**src/rtl/seg_display_pkg.sv**
```systemverilog
// Shared definitions for the 7-segment display controller: register map,
// CTRL bit positions, reset values and the segment decode table.
package seg_display_pkg;

   typedef enum logic [1:0] {
      REG_DATA   = 2'd0,
      REG_CTRL   = 2'd1,
      REG_BRIGHT = 2'd2,
      REG_STATUS = 2'd3
   } reg_off_e;

   localparam int CTRL_EN     = 0;
   localparam int CTRL_CFORCE = 1;
   localparam int CTRL_CBLINK = 2;
   localparam int CTRL_BLANK  = 4;

   // Bit 3 of CTRL is reserved and always reads back as 0.
   localparam logic [7:0] CTRL_WMASK = 8'hF7;

   localparam logic [15:0] RST_DATA   = 16'h0000;
   localparam logic [7:0]  RST_CTRL   = 8'h01;
   localparam logic [3:0]  RST_BRIGHT = 4'hF;

   typedef struct packed {
      logic [15:0] data;
      logic [7:0]  ctrl;
      logic [3:0]  bright;
   } disp_regs_t;

   localparam disp_regs_t RST_REGS = '{data: RST_DATA, ctrl: RST_CTRL, bright: RST_BRIGHT};

   typedef logic [6:0] seg_t;

   // Panel is mounted upside down, so a/d, b/e and c/f are swapped.
   localparam seg_t [0:15] SEG_LUT = '{
      7'h3F, 7'h30, 7'h5B, 7'h79, 7'h74, 7'h6D, 7'h6F, 7'h38,
      7'h7F, 7'h7D, 7'h7E, 7'h67, 7'h0F, 7'h73, 7'h4F, 7'h4E
   };

endpackage

```
**src/rtl/seg_display_ctrl_seg_scan_timer.sv**
```systemverilog
// Digit scan timing: slot counter, digit index, frame-end strobe and the
// brightness on-window for the current slot.
module seg_scan_timer #(
   parameter int SLOT_CYCLES = 4000
) (
   input  logic       clk,
   input  logic       resetn,
   input  logic [3:0] bright_i,
   output logic [1:0] digit_o,
   output logic       frame_end_o,
   output logic       on_win_o
);

   localparam int CW = $clog2(SLOT_CYCLES);
   localparam logic [CW-1:0] SLOT_LAST = CW'(SLOT_CYCLES - 1);
   localparam int STEP = SLOT_CYCLES / 16;

   logic [CW-1:0] slot_q, slot_d;
   logic [1:0]    digit_q, digit_d;
   logic          slot_wrap;
   logic [31:0]   thresh;

   assign slot_wrap = (slot_q == SLOT_LAST);

   always_comb begin
      slot_d  = slot_wrap ? '0 : slot_q + 1'b1;
      digit_d = slot_wrap ? digit_q + 1'b1 : digit_q;
   end

   always_ff @(posedge clk) begin
      if (!resetn) begin
         slot_q  <= '0;
         digit_q <= '0;
      end else begin
         slot_q  <= slot_d;
         digit_q <= digit_d;
      end
   end

   // Slot 0 is always dark so the commons settle before new segments show.
   assign thresh      = (32'(bright_i) + 32'd1) * 32'(STEP);
   assign on_win_o    = (slot_q != '0) && (32'(slot_q) < thresh);
   assign digit_o     = digit_q;
   assign frame_end_o = slot_wrap && (digit_q == 2'd3);

endmodule

```
**src/rtl/seg_display_ctrl.sv**
```systemverilog
// iomem slave driving a 4-digit multiplexed 7-segment display with colon.
// Register writes land in staging and reach the display only at frame ends.
module seg_display_ctrl
   import seg_display_pkg::*;
#(
   parameter logic [7:0] BASE         = 8'h04,
   parameter int         SLOT_CYCLES  = 4000,
   parameter int         BLINK_CYCLES = 8_000_000
) (
   input  logic        clk,
   input  logic        resetn,
   input  logic        iomem_valid,
   output logic        iomem_ready,
   input  logic [3:0]  iomem_wstrb,
   input  logic [31:0] iomem_addr,
   input  logic [31:0] iomem_wdata,
   output logic [31:0] iomem_rdata,
   output logic [3:0]  comm,
   output logic [6:0]  seg,
   output logic        colon
);

   localparam int BW = $clog2(BLINK_CYCLES);

   disp_regs_t  stg_q, stg_d, act_q;
   logic        pending_q, pending_d;
   logic        ready_q;
   logic [31:0] rdata_q, rd_mux;
   logic [BW-1:0] blink_q;
   logic        phase_q;
   logic [3:0]  comm_q;
   logic [6:0]  seg_q;
   logic        colon_q;

   logic        accept, wr_en, rd_en, boundary;
   logic        frame_end, on_win, digit_on;
   logic [1:0]  digit;
   logic [3:0]  nibble, blank;
   reg_off_e    reg_sel;
   logic        unused_bits;

   assign accept   = iomem_valid && !ready_q && (iomem_addr[31:24] == BASE);
   assign wr_en    = accept && (iomem_wstrb != 4'b0000);
   assign rd_en    = accept && (iomem_wstrb == 4'b0000);
   assign reg_sel  = reg_off_e'(iomem_addr[3:2]);
   // A disabled display has nothing to tear, so apply staging immediately.
   assign boundary = frame_end || !act_q.ctrl[CTRL_EN];

   seg_scan_timer #(.SLOT_CYCLES(SLOT_CYCLES)) u_scan (
      .clk         (clk),
      .resetn      (resetn),
      .bright_i    (act_q.bright),
      .digit_o     (digit),
      .frame_end_o (frame_end),
      .on_win_o    (on_win)
   );

   always_comb begin
      stg_d     = stg_q;
      pending_d = boundary ? 1'b0 : pending_q;
      if (wr_en) begin
         case (reg_sel)
            REG_DATA: begin
               if (iomem_wstrb[0]) stg_d.data[7:0]  = iomem_wdata[7:0];
               if (iomem_wstrb[1]) stg_d.data[15:8] = iomem_wdata[15:8];
               pending_d = 1'b1;
            end
            REG_CTRL: begin
               if (iomem_wstrb[0]) stg_d.ctrl = iomem_wdata[7:0] & CTRL_WMASK;
               pending_d = 1'b1;
            end
            REG_BRIGHT: begin
               if (iomem_wstrb[0]) stg_d.bright = iomem_wdata[3:0];
               pending_d = 1'b1;
            end
            default: ;
         endcase
      end
   end

   always_comb begin
      rd_mux = '0;
      case (reg_sel)
         REG_DATA:   rd_mux[15:0] = stg_q.data;
         REG_CTRL:   rd_mux[7:0]  = stg_q.ctrl;
         REG_BRIGHT: rd_mux[3:0]  = stg_q.bright;
         default:    rd_mux[3:0]  = {phase_q, pending_q, digit};
      endcase
   end

   assign blank    = act_q.ctrl[7:4];
   assign nibble   = act_q.data[{~digit, 2'b00} +: 4];
   assign digit_on = act_q.ctrl[CTRL_EN] && !blank[digit] && on_win;

   always_ff @(posedge clk) begin
      if (!resetn) begin
         stg_q     <= RST_REGS;
         act_q     <= RST_REGS;
         pending_q <= 1'b0;
         ready_q   <= 1'b0;
         rdata_q   <= '0;
         blink_q   <= '0;
         phase_q   <= 1'b1;
         comm_q    <= 4'hF;
         seg_q     <= '0;
         colon_q   <= 1'b0;
      end else begin
         stg_q     <= stg_d;
         pending_q <= pending_d;
         if (boundary) act_q <= stg_q;
         ready_q   <= accept;
         rdata_q   <= rd_en ? rd_mux : '0;
         if (blink_q == BW'(BLINK_CYCLES - 1)) begin
            blink_q <= '0;
            phase_q <= ~phase_q;
         end else begin
            blink_q <= blink_q + 1'b1;
         end
         comm_q  <= digit_on ? ~(4'b0001 << digit) : 4'hF;
         seg_q   <= digit_on ? SEG_LUT[nibble] : 7'h00;
         colon_q <= act_q.ctrl[CTRL_EN] &&
                    (act_q.ctrl[CTRL_CFORCE] || (act_q.ctrl[CTRL_CBLINK] && phase_q));
      end
   end

   assign iomem_ready = ready_q;
   assign iomem_rdata = rdata_q;
   assign comm        = comm_q;
   assign seg         = seg_q;
   assign colon       = colon_q;

   assign unused_bits = ^{iomem_addr[23:4], iomem_addr[1:0], iomem_wdata[31:16], act_q.ctrl[3]};

endmodule
```
**config.mk**
```make
export PLATFORM = sky130hd
export DESIGN_NAME = seg_display_ctrl
export DESIGN_NICKNAME = d
export VERILOG_FILES = /design/src/rtl/seg_display_pkg.sv /design/src/rtl/seg_display_ctrl_seg_scan_timer.sv /design/src/rtl/seg_display_ctrl.sv
export SDC_FILE = /design/constraint.sdc
export NUM_CORES = 1
export LEC_CHECK = 0
export ABC_AREA = 1
export CAP_MARGIN = 20
export CELL_PAD_IN_SITES_DETAIL_PLACEMENT = 0
export CELL_PAD_IN_SITES_GLOBAL_PLACEMENT = 1
export CORE_ASPECT_RATIO = 1.4
export CORE_MARGIN = 4
export CORE_UTILIZATION = 38
export DETAILED_ROUTE_END_ITERATION = 16
export GPL_TIMING_DRIVEN = 0
export MAX_ROUTING_LAYER = met4
export PLACE_DENSITY_LB_ADDON = 0.15
export REMOVE_ABC_BUFFERS = 1
export SETUP_SLACK_MARGIN = 0.2
export SYNTH_ARGS = -nofsm -noshare
export SYNTH_HDL_FRONTEND = slang
export SYNTH_SLANG_ARGS = --single-unit
```
**constraint.sdc**
```tcl
create_clock -name clk -period 5.4 [get_ports clk]
set_clock_uncertainty 0.1 [all_clocks]
set_input_delay 1.08 -clock clk [delete_from_list [all_inputs] [get_ports clk]]
set_output_delay 1.08 -clock clk [all_outputs]
set_load 0.01 [all_outputs]
```
Yosys cells after proc, flatten, opt, wreduce, memory -nomap -nowiden:

Memory sizes are Yosys's and may differ from the RTL's. A register that Yosys moved wholly into a read port is not among the register bits.
Cells that the tools add are included.

* word-level logic and storage cells: 76
* bits in read-only memories: 112
* bits of input ports: 71
* bits in registers: 131
* memories: 1
* output and inout port bits: 45

Memory list
* (no name shown): words 16, width 7, rd ports 1, clocked after Yosys merged registers in 1, wr ports 0, RTL line seg_display_ctrl.sv:120 `seg_q <= digit_on ? SEG_LUT[nibble] : 7'h00;`

* multipliers: 1
* add/subtract/negate cells: 4
* reductions and logical operators: 30
* $lt $le $gt $ge: 2
* shifts and indexed selects: 2
* equal/unequal tests: 6
* bitwise logic cells: 5
* muxes and demuxes: 7

Operator list (count)
* 12-bit by 32-bit < comparator with 1-bit output: 1
* 32-bit by 7-bit multiplier with 31-bit output, second input constant: 1
* 23-bit by 1-bit adder with 23-bit output, second input constant: 1
* 23-bit == test, second input constant: 1
* 16-bit by 5-bit variable part select with 4-bit output: 1
* 3-bit AND reduction: 5
* 12-bit by 1-bit adder with 12-bit output, second input constant: 1
* 12-bit == test, second input constant: 1
* 4-bit case mux with 3 select lines: 1
* 12-bit nonzero test: 1
* 1-bit logical AND: 10
* 8-bit by 3-bit == test with 1-bit output, second input constant: 1
* 4-bit case mux with 2 select lines: 1
* 4-bit by 1-bit adder with 5-bit output, second input constant: 1
* 4-bit inverter with 5-bit output: 1
* 2-bit == test, second input constant: 2
* 1-bit zero test: 4
* 4-bit zero test: 1
* 1-bit 2-to-1 mux: 4
* 4-bit inverter: 1
* 2-bit AND reduction: 2
* 4-bit nonzero test: 1
* 2-bit OR reduction: 2
* 1-bit by 2-bit left shift with 4-bit output, first input constant: 1
* other kinds (9): 11

Longest topological paths before layout:

* word-level depth: 7
* gate-level depth with buffers: 24
* depth with buffers taken out: 24

Modules after synthesis:

A second synthesis with hierarchy kept.

* cells, all modules: 909
* area, all modules: 6729.0 um^2

By module, submodules not included
* seg_display_ctrl: cells an instance 657, area each 4852.2 um^2, times used 1, sequential area each 2162.1 um^2
* seg_scan_timer: cells an instance 252, area each 1876.8 um^2, times used 1, sequential area each 280.3 um^2

Worst setup path before layout:

OpenSTA, ideal clock, no wires.

* kind: reg2reg
* start point: register act_q[0] (netlist name)
* end point: register seg_q[0], in the netlist seg[0]
* arrival: 4.560 ns
* stages on the path, launching flop included: 24
* path buffers: 0
* path slack: 0.675 ns
* required time: 5.235 ns
* clock period less this slack: 4.725 ns
* library setup time: 0.065 ns
* cell sequence: dfxtp_1 -> ha_1 -> xor2_1 -> fa_1 -> inv_1 -> fa_1 -> fa_1 -> inv_1 -> ha_1 -> nand2_1 -> inv_1 -> nand2_1 -> nand2_1 -> a21oi_1 -> o21ai_0 -> xnor2_1 -> ha_1 -> nand2_1 -> nor2_1 -> nor3b_1 -> nand2_1 -> nand2_1 -> nand2_2 -> nor2_1

* cells in the longest elaborated chain, start to end: 7

RTL lines
* start, declared: RTL line seg_display_ctrl.sv:25 `disp_regs_t stg_q, stg_d, act_q;`
* start signal, assigned: RTL line seg_display_ctrl.sv:110 `if (boundary) act_q <= stg_q;`
* 4-bit by 1-bit adder with 5-bit output: RTL line seg_display_ctrl_seg_scan_timer.sv:41 `assign thresh = (32'(bright_i) + 32'd1) * 32'(STEP);`
* 32-bit by 7-bit multiplier with 31-bit output: RTL line seg_display_ctrl_seg_scan_timer.sv:41
* 12-bit by 32-bit < comparator with 1-bit output: RTL line seg_display_ctrl_seg_scan_timer.sv:42 `assign on_win_o = (slot_q != '0) && (32'(slot_q) < thresh);`
* 1-bit logical AND: RTL line seg_display_ctrl_seg_scan_timer.sv:42
* 1-bit logical AND: RTL line seg_display_ctrl.sv:93 `assign digit_on = act_q.ctrl[CTRL_EN] && !blank[digit] && on_win;`
* 2-bit AND reduction (no source line)
* 1-bit zero test (no source line)
* end, declared: RTL line seg_display_ctrl.sv:32 `logic [6:0] seg_q;`

No other way between the ends.
A chain may end at the register's enable or synchronous reset.

Worst setup path in the final report:

* start point: register act_q[2] (netlist name)
* end point: register seg_q[3], in the netlist seg[3]

Same word-level chain as after synthesis.

==> metrics.md <==
| Metric | Value |
|---|---|
| Fillers | 1793 |
| Cell internal pwr | 1.59 mW |
| DP Area | 0.00729 mm^2 |
| GRT Overall Usage | 17.3% |
| Register area share after synthesis | 37.1% |
| Largest family of logic cells by synthesized area | simple AND/OR/NAND/NOR gates |
| Commonest cells post-synth | nand2_1, nor2_1, dfxtp_1 |
| Endpoints failing hold | 0 |
| Post-DP HPWL | 11300 um |
| Setup crit start | act_q[2]$_SDFFE_PN1P_ |
| Synthesis-stage register bit count | 122 |
| Top-level I/O count | 116 |
| Root Buffer Master | clkbuf_16 |
| Sw frac | 23.8% |
| Compound-Gate Fraction of Synth Area | 8.26% |
| Design area | 0.00796 mm^2 |
| Footprint of the multi-input gates | 0.00358 mm^2 |
| Simple-gate portion of the synthesized area | 29.3% |
| Fin worst setup slack | 0.611 ns |
| Slew Viols, Final | 0 |
| Cell with the most instances after synthesis | nand2_1 |
| Largest net degree at the start of global routing | 39 |
| Aggregate global routing overflow | 0 |
| Unrepaired setup endpoints after global routing | no |
| 1st-iter DRT viols | 201 |
| Unique cell type count in the Yosys netlist | 45 |
| Clock Sinks | 122 |
| Crit path launch type | flop |
| Crit path buf inv count | 3 |
| Final ANT Viol Nets | 0 |
| Post-Synthesis Cells | 893 |
| Post-synthesis xor/xnor area fraction | 2.93% |
| DRT Wirelength | 15300 um |
| Drt drc | 0 |
| Area contributors post-synth | dfxtp_1, nand2_1, ha_1, nor2_1, inv_1 |
| Period utilisation layout | 88.7% |
| Worst Hold Class | flop to flop |
| Initial antenna violation count | 0 |
| Maximum VDD drop | 0.219 mV |
| Die Span Y | 164 um |
| FF+latch area | 0.00245 mm^2 |
| H-tree depth | 4 |
| Max_cap viols | 0 |
| Vias in the first global route | 5641 |
| Core area | 0.0169 mm^2 |
| Worst hold stages | 2 |
| Ys flop type | dfxtp_1 |
| R2r startpoint | act_q[2]$_SDFFE_PN1P_ |
| Ys Warns | 0 |
| Adder and majority gate portion of the synthesized area | 11.8% |
| CP required | 5.65 ns |
| Slowest cell delay on critical path | 0.62 ns |
| CTS Buf Count | 17 |
| Seq pwr share | 43.9% |
| Maximum clock path buffer count | 2 |
| Die area | 0.0195 mm^2 |
| GPL Wtd Cong | 0.777 |
| Crit-path max FO | 7 |
| Crit path time final | 4.79 ns |
| Cell taking the most area after synthesis | dfxtp_1 |
| Comb pwr share | 4.1% |
| CTS clk-pin slew, worst paths | 0.06 ns |
| Clock power frac | 52.0% |
| Post-synth EDFFs | 0 |
| Setup violators final | 0 |
| Sw power | 496 uW |
| Initial Utilization | 38.9% |
| Post-synth top area share | 37.1% |
| M1 GR Usage | 18.6% |
| Max Fclk | 209 MHz |
| Crit path arrival time | 5.04 ns |
| Hold path endpoint | iomem_rdata[8]$_SDFF_PN0_ |
| Crit-path most repeated cell | nand2_1 |
| Syn_area_per_cell | 7.36 um^2 |
| Crit. End Element | flop |
| CTS Hold Bufs | 0 |
| IO Port Bufs | 61 |
| Reg-to-reg setup timing slack | 0.61 ns |
| DR WL/cell | 12.8 um |
| # nets final | 1079 |
| Busiest metal layer after global routing | met2 |
| Ant diodes | 0 |
| Fin util | 47.1% |
| Global-route wire length before repair | 26500 um |
| Pleak | 3.40 nW |
| Clk_lat worst skew | 0.42 ns |
| Pre-CTS WS | 0.0754 ns |
| Hold Slack | 0.353 ns |
| Crit-path slowest cell | fa_2 |
| Area grow syn2layout | 21.0% |
| Pwr Density | 262 mW/mm^2 |
| DR vias/cell | 4.63 |
| Worst slew margin | 28.3% |
| Via count | 5540 |
| Grt met2 use | 31.5% |
| Outcome | finished clean |
| Cell family with most CP delay | adder cells |
| Ys async rst share | 0% |
| Worst Min Path Start | stg_q[20]$_SDFFE_PN0P_ |
| Worst-Margin Slew | 1.07 ns |
| Syn Std Cell Area | 0.00658 mm^2 |
| Die Width | 119 um |
| Setup_tns | 0 ns |
| CTS tree | built |
| R2r endpoint | seg[3]$_SDFF_PN0_ |
| FP Rows | 56 |
| Critical path cell sequence | nand3_2 -> xor2_4 -> fa_2 -> inv_1 -> fa_1 -> fa_1 -> inv_1 -> ha_1 -> nand2_1 -> inv_1 -> nand2_1 -> nand2_1 -> a21oi_2 -> o21ai_0 -> xnor2_1 -> ha_1 -> nand2_1 -> nor2_1 -> nor3b_1 -> nand2_1 -> nand2_2 -> nand2_2 -> nor2_1 |
| DRT Pass-1 Iters | 4 |
| Setup CP Type | flop to flop |
| Post-synthesis mux area share | 0.152% |
| Worst Reg2Reg Path Length in Cells | 23 |
| Met3 Resource Use GR | 3.67% |
| Share of cells above drive strength 1 | 8.19% |
==> worst max-delay path by stage <==
stage | slack [ns] | endpoint | cells after the start
after CTS | 0.21 | seg[3]$_SDFF_PN0_ | 23
after global routing | 0.21 | seg[3]$_SDFF_PN0_ | 23
after global placement | 0.09 | seg[3]$_SDFF_PN0_ | 23
final | 0.61 | seg[3]$_SDFF_PN0_ | 23
after floorplan | 0.68 | seg[0]$_SDFF_PN0_ | 23
after detailed placement | 0.08 | seg[3]$_SDFF_PN0_ | 23
==> power groups by stage <==
stage / clock (mW) / combinational, mW / sequential, mW
2_1_floorplan: 0 / 0.0332 / 0.937
3_3_place_gp: 0 / 0.0872 / 0.935
3_5_place_dp: 0 / 0.0862 / 0.936
4_1_cts: 1.11 / 0.0865 / 0.916
6_report: 1.08 / 0.0857 / 0.914
5_1_grt: 1.16 / 0.0946 / 0.916
==> cells in the final DEF (no fill, tap or decap), drive strengths merged, types with 4 or more instances in the layout <==
cell,n
fa,10
a21oi,50
nand4,20
conb,16
clkbuf,17
xnor2,6
nand3,70
o211ai,4
clkdlybuf4s50,60
nor2,145
ha,46
dfxtp,122
xor2,16
inv,122
o21ai,32
nand2,180
clkinv,4
clkinvlp,6
nor3,14
==> worst min-delay path, cell delays in order, from the launching register on <==
cell     delay (ns)
dfxtp_1        0.32
inv_1          0.05
nor2_1         0.04
==> through the flow <==
step	power, mW	cells
6_report	2.08	1197
5_1_grt	2.17	1197
4_1_cts	2.12	1195
3_5_place_dp	1.02	1163
3_3_place_gp	1.02	1163
2_1_floorplan	0.970	870
==> layout make-up <==
type	count	area share, %
repair buffers	63	7.80
clock buffers	17	5.35
clock inverters	15	1.81
flip-flops and latches	122	30.8
well taps	232	3.65
multi-input cells	630	45.0
inverters	118	5.57
==> flip-flops by register name, indices dropped and copies added (netlist names), 2 cells and up <==
| signal | cells |
|---|---|
| act_q | 27 |
| stg_q | 27 |
| blink_q | 23 |
| iomem_rdata | 16 |
| u_scan.slot_q | 12 |
| seg | 7 |
| comm | 4 |
| u_scan.digit_o | 2 |
==> metal layers <==
| metal | wire length, um | up-vias | part of all wire (%) |
|---|---|---|---|
| li1 | - | 2940 | - |
| met1 | 6330 | 2512 | 41 |
| met2 | 8290 | 71 | 54 |
| met3 | 441 | 17 | 2.9 |
| met4 | 238 | 0 | 1.6 |
| met5 | 0 | - | 0 |
==> cells by family (layout without fill, tap and decap cells) <==
logic type	count (synthesis)	after routing
adders and majority gates	56	56
AOI/OAI and AO/OA	96	96
xor gates and xnor gates	22	22
DFF	122	122
other	1	16
buffers and inverters	156	213
and+or+nand+nor	439	439
muxes	1	1
==> what timing repair did <==
| item | in CTS | in global routing |
|---|---|---|
| setup endpoints to repair | 11 | 11 |
| pin swaps | 0 | 4 |
| cloned | 0 | 0 |
| resized for setup | 3 | 14 |
| setup buffers | 0 | 2 |
No activity file was read; power rests on OpenSTA's default activity.
